$ cat config.mk
export PLATFORM = sky130hd
export DESIGN_NAME = oppm_decoder
export DESIGN_NICKNAME = d
export VERILOG_FILES = /design/src/rtl/oppm_decoder.sv
export SDC_FILE = /design/constraint.sdc
export NUM_CORES = 1
export LEC_CHECK = 0
export CELL_PAD_IN_SITES_DETAIL_PLACEMENT = 1
export CELL_PAD_IN_SITES_GLOBAL_PLACEMENT = 2
export CORE_MARGIN = 8
export CORE_UTILIZATION = 33
export DETAILED_ROUTE_END_ITERATION = 10
export GPL_TIMING_DRIVEN = 0
export PLACE_DENSITY = 0.79
export SETUP_SLACK_MARGIN = 0.05
export SYNTH_ARGS = -nofsm -noshare
export SYNTH_HDL_FRONTEND = slang
export SYNTH_SLANG_ARGS = --single-unit
$ cat constraint.sdc
create_clock -name clk -period 2.9 [get_ports clk]
set_input_delay 0.58 -clock clk [delete_from_list [all_inputs] [get_ports clk]]
set_output_delay 0.58 -clock clk [all_outputs]
set_load 0.1 [all_outputs]
$ cat src/rtl/oppm_decoder.sv
// oppm_decoder: receive-side OPPM decoder.
// Turns the sampled photodiode pulse stream into N_PKT-bit packets, one
// LOG2_M-bit symbol per SYM_CLKS-cycle window, and holds each packet on
// data_DEC/avail_DEC until the player consumes it.
// Optional feature: define OPPM_ERR_CNT_EN to add the saturating err_count
// output (number of error_DEC pulses since reset).
//
// Handshake: avail_DEC is the valid and read_DEC is the ready. A packet
// transfers in any cycle where both are high. avail_DEC then drops on the
// next cycle. data_DEC is stable for the whole time avail_DEC is high.
// read_DEC has no effect while avail_DEC is low.
module oppm_decoder #(
    parameter int N_PKT     = 48,
    parameter int LOG2_M    = 4,
    parameter int SLOT_CLKS = 4
) (
    input  logic             clk,
    input  logic             rst_n,
    input  logic             pulse_in,
    output logic [N_PKT-1:0] data_DEC,
    output logic             avail_DEC,
    output logic             error_DEC,
`ifdef OPPM_ERR_CNT_EN
    output logic [7:0]       err_count,
`endif
    input  logic             read_DEC
);

    localparam int M     = 1 << LOG2_M;
    localparam int N_SYM = N_PKT / LOG2_M;
    localparam int SUB_W = (SLOT_CLKS > 1) ? $clog2(SLOT_CLKS) : 1;
    localparam int SYM_W = (N_SYM > 1) ? $clog2(N_SYM) : 1;

    localparam logic [SUB_W-1:0]  SUB_LAST  = SUB_W'(SLOT_CLKS - 1);
    localparam logic [LOG2_M-1:0] SLOT_LAST = LOG2_M'(M - 1);
    localparam logic [SYM_W-1:0]  SYM_LAST  = SYM_W'(N_SYM - 1);

    if ((N_PKT % LOG2_M) != 0) begin : g_bad_n_pkt
        $error("oppm_decoder: N_PKT must be a multiple of LOG2_M");
    end
    if (SLOT_CLKS < 2) begin : g_bad_slot_clks
        $error("oppm_decoder: SLOT_CLKS must be at least 2");
    end

    typedef enum logic [2:0] {
        IDLE  = 3'd0,
        GUARD = 3'd1,
        SYM   = 3'd2,
        ERR   = 3'd3,
        HOLD  = 3'd4
    } state_t;

    state_t state;
    state_t next_state;

    logic s1, s2, s3;
    logic pulse_edge;

    logic [SUB_W-1:0]  sub;
    logic [LOG2_M-1:0] slot;
    logic [SYM_W-1:0]  sym_idx;
    logic              got;
    logic [LOG2_M-1:0] value;
    logic [N_PKT-1:0]  pkt;

    logic              win_last;
    logic              sym_last;
    logic [LOG2_M-1:0] cur_val;
    logic [N_PKT-1:0]  pkt_next;

    // Two-flop synchronizer plus one delay flop for rising-edge detection.
    always_ff @(posedge clk or negedge rst_n) begin
        if (!rst_n) begin
            s1 <= 1'b0;
            s2 <= 1'b0;
            s3 <= 1'b0;
        end else begin
            s1 <= pulse_in;
            s2 <= s1;
            s3 <= s2;
        end
    end

    assign pulse_edge = s2 & ~s3;

    // Window bookkeeping; an edge in the final cycle of a window is its own value.
    always_comb begin
        win_last = (slot == SLOT_LAST) && (sub == SUB_LAST);
        sym_last = (sym_idx == SYM_LAST);
        cur_val  = got ? value : slot;
        pkt_next = (pkt << LOG2_M) | N_PKT'(cur_val);
    end

    // State register.
    always_ff @(posedge clk or negedge rst_n) begin
        if (!rst_n) begin
            state <= IDLE;
        end else begin
            state <= next_state;
        end
    end

    // Next-state logic: framing checks and the hold/consume handshake.
    always_comb begin
        next_state = state;
        case (state)
            IDLE: begin
                if (pulse_edge) next_state = GUARD;
            end
            GUARD: begin
                if (pulse_edge)    next_state = ERR;
                else if (win_last) next_state = SYM;
            end
            SYM: begin
                if (pulse_edge && got)                    next_state = ERR;
                else if (win_last && !got && !pulse_edge) next_state = ERR;
                else if (win_last && sym_last)            next_state = HOLD;
            end
            ERR: begin
                next_state = IDLE;
            end
            HOLD: begin
                if (read_DEC) next_state = IDLE;
            end
            default: begin
                next_state = IDLE;
            end
        endcase
    end

    // Moore outputs: the two flags come from disjoint states, so they never overlap.
    always_comb begin
        avail_DEC = (state == HOLD);
        error_DEC = (state == ERR);
    end

    // Slot timing and symbol capture; the preamble clears everything.
    always_ff @(posedge clk or negedge rst_n) begin
        if (!rst_n) begin
            sub     <= '0;
            slot    <= '0;
            sym_idx <= '0;
            got     <= 1'b0;
            value   <= '0;
            pkt     <= '0;
        end else begin
            case (state)
                IDLE: begin
                    if (pulse_edge) begin
                        // The preamble cycle is offset 0, so the next cycle is offset 1.
                        sub     <= SUB_W'(1);
                        slot    <= '0;
                        sym_idx <= '0;
                        got     <= 1'b0;
                        value   <= '0;
                        pkt     <= '0;
                    end
                end
                GUARD, SYM: begin
                    if (sub == SUB_LAST) begin
                        sub  <= '0;
                        slot <= slot + 1'b1;
                    end else begin
                        sub <= sub + 1'b1;
                    end
                    if (state == SYM) begin
                        if (win_last) begin
                            got     <= 1'b0;
                            pkt     <= pkt_next;
                            sym_idx <= sym_idx + 1'b1;
                        end else if (pulse_edge && !got) begin
                            got   <= 1'b1;
                            value <= slot;
                        end
                    end
                end
                default: begin
                end
            endcase
        end
    end

    // Output packet register: loaded only when a complete frame enters HOLD.
    always_ff @(posedge clk or negedge rst_n) begin
        if (!rst_n) begin
            data_DEC <= '0;
        end else if ((state == SYM) && (next_state == HOLD)) begin
            data_DEC <= pkt_next;
        end
    end

`ifdef OPPM_ERR_CNT_EN
    // Saturating count of error pulses, bumped during the ERR cycle.
    always_ff @(posedge clk or negedge rst_n) begin
        if (!rst_n) begin
            err_count <= 8'd0;
        end else if ((state == ERR) && (err_count != 8'hFF)) begin
            err_count <= err_count + 8'd1;
        end
    end
`endif

endmodule

==> parameters.txt <==
Parameter                              Value

Clock network
  Total CTS buffers    17
  Clock tree from TritonCTS    done
  Maximum clock path buffer count    2
  Clock transition at the register clock pins on the worst setup and hold paths after CTS    ~0.05 ns
  Root Driver    clkbuf_16
  Post-CTS repair timing setup buffer count    0
  Maximum level of the CTS H-tree    4
  Clock latency on the worst-skew pair    approximately 0.4 ns
  Clock Sinks    113

STA
  Post-route clock skew    between 0.009 and 0.01 ns
  Final count of negative-setup-slack endpoints    0
  Sum of negative setup slack    0 ns
  Period utilisation layout    91.1%
  Count of final hold-check violations    0
  Worst Hold Slack    approximately 0.19 ns
  Post-layout minimum cycle time    2.64 ns
  Max Clk Rate    roughly 0.38 GHz
  Crit path setup slack, layout    about 0.26 ns
  Unrepaired setup endpoints after global routing    no
  Headroom to the max-slew limit    33.4%
  Number of pins exceeding their max-slew limit in the final report    0
  Slew @ Worst Pin    0.996 ns

Global routing
  Largest net degree at the start of global routing    72
  Remaining global-route overflow    0
  Global Route Usage Sum    a little over an eighth
  Wire length of the first global-routing pass    between 15 and 20 mm
  Initial antenna violation count    0
  Via count of the first global-routing pass    around 3400

Logic synthesis
  Synth Net Count    about 340
  Post-synthesis adder-cell area fraction    less than 1%
  Share of the yosys chip area belonging to registers    between 60 and 70%
  Avg Cell Area, Syn    13.8 sq um
  Compound-gate portion of the synthesized area    around 14%
  Post-synthesis share of cell area spent on xor and xnor gates    less than 1%
  Basic-gate share of the synthesized area counting and, or, nand and nor cells    roughly 5%
  Post-synthesis mux area share    roughly 14%
  Number of enable flip-flop cells after synthesis    0
  Post-synth design cell area    4580 sq um
  Number of cells produced by synthesis    331
  Number of distinct standard cells referenced by the synthesized netlist    between 40 and 50
  Prevailing post-synth register cell    dfrtp_1
  Total number of yosys warnings    0
  Synthesized flop and latch total    approximately 110
  Main combinational cell family by area after synthesis    multiplexers
  FFs w/ async S/R, synth    100%

Drt
  Residual DRC count    0
  Final WL    11.0 mm
  Number of search-and-repair iterations in the first detailed-routing pass    4
  Vias/cell    a little over 5
  Detail Route Antenna Nets    0
  Number of DRC markers in iteration 0    201
  Mean routed wirelength per cell    18.6 um
  Vias post-DR    3050

Critical path
  Worst-path fanout max    10
  Maximum single-stage delay on the critical path    between 0.3 and 0.4 ns
  Cell family with the largest share of critical-path delay    buffers and inverters
  Slowest stage cell on the critical path    dfrtp_1
  Critical path class    flip-flop to primary output
  Number of buffer and inverter stages on the critical path    4
  CP startpoint kind    flip-flop
  Ordered cell list for the critical path    clkbuf_1, clkbuf_2, buf_2, and3_1, buf_4
  Crit path DAT    roughly 2 ns
  Endpoint type of the worst setup path    primary output
  Required arrival time at the worst endpoint    about 2.3 ns

Floorplanning
  Area of the die    17900 sq um
  Number of core rows    43
  Chip Height    roughly 130 um
  Core Region    about 14000 sq um
  Die width    134 um
  I/O pin cnt    between 50 and 60
  Initial Util    33.4%

Pwr
  Leakage power    about 2.8 nW
  PnR Total Power    approximately 4.3 mW
  Worst IR Drop VDD    427 uV
  PwrDens    731 nW/um^2

Placed design
  Number of cells in the design after placement    approximately 570
  Worst setup slack before clock tree synthesis    -0.499 ns
  Routability congestion estimate    ~0.74
  Number of I/O port buffers    53
  Post-detailed-placement cell area    between 5000 and 6000 sq um
  Detailed Place HPWL    ~7.3 mm

Final layout
  Final cell count without fillers    ~590
  Post-layout utilization of the core    around 43%
  Signed area change from the synthesized netlist to the final layout    29.0%
  Fraction of final layout cells sized beyond drive strength 1    between 20% and 30%
  Antenna cell count    0
  Area of all placed cells without fillers    between 5000 and 6000 sq um
  NumNets Final    411

Job
  Maximum Capacitance Violations    0

Worst hold path
  HP Class    input port to asynchronous set/reset pin

Run status
  Result of the run    finished, final reports clean
[routing by layer]
metal	global-route usage (%)	wire, um	vias up
li1	-	-	1386
met5	0	0	-
met2	21.6	5500	66
met3	4.67	509	20
met4	6.18	218	0
met1	16.2	4780	1578
[registers in the layout (all words and copies together) (netlist names)]
| signal | flops |
|---|---|
| value | 4 |
| slot | 4 |
| data_DEC | 48 |
| sym_idx | 4 |
| state | 3 |
| pkt | 44 |
| s3 | 1 |
| got | 1 |
| s1 | 1 |
| s2 | 1 |
| sub | 2 |
[logic make-up (layout without fill, tap and decap cells)]
group	after synthesis	in the layout
xor+xnor	2	2
compound gates	83	83
simple gates	39	39
buf+inv	32	114
flops	113	113
fa+ha+maj	3	3
mux	59	59
[synthesized netlist by cell type (5+ instances only)]
library cell  instances  area [sq um]
mux2_2               45           507
a21oi_1               6          30.0
dfrtp_1             113          2830
inv_1                 6          22.5
nand2_1               9          33.8
a22o_1               47           412
clkbuf_1             12          45.0
nand3_1               6          30.0
mux2_1                9           101
o21ai_0              10          50.1
buf_2                 7          35.0
mux2i_1               5          50.1
[report_power, final]
| part | switching, mW | internal, mW | total, mW |
|---|---|---|---|
| logic | 0.446 | 0.229 | 0.675 |
| registers | 0.0553 | 1.64 | 1.70 |
| clock network | 0.666 | 1.28 | 1.95 |
[worst paths after layout]
kind	cells after the start	slack, ns	startpoint	end
max in group asynchronous	2	1.98	rst_n	data_DEC[2]
setup reg to reg	7	0.41	slot[1]	data_DEC[21]
hold / removal	1	0.19	rst_n	data_DEC[40]
min in group clk	0	0.35	s1	s2
setup / recovery	5	0.26	state[1]	error_DEC
hold reg to reg	0	0.35	s1	s2
[cell type report]
class	count	area [sq um]
plain buffers	25	135
clock buffers	22	464
clock inverters	6	85.1
fillers	1414	7810
inverters	7	26.3
multi-input cells	186	1600
flip-flops and latches	113	2830
well taps	180	225
repair buffers	54	548
[placed cells by master (no fill, tap or decap), types with 9 or more instances in the layout]
cell type	n
o21ai_0	10
clkbuf_16	17
buf_2	9
dfrtp_1	113
mux2_2	45
a22o_1	47
nand2_1	9
clkbuf_1	14
mux2_1	9
clkdlybuf4s50_1	50
[timing repair]
action                                  in CTS  in global routing
endpoints found under the setup margin       2                  2
cloned                                       0                  0
resized for setup                           10                  4
pin swaps                                    0                  0
hold buffers                                 0                  0
Power figures use the tool's default switching activity.
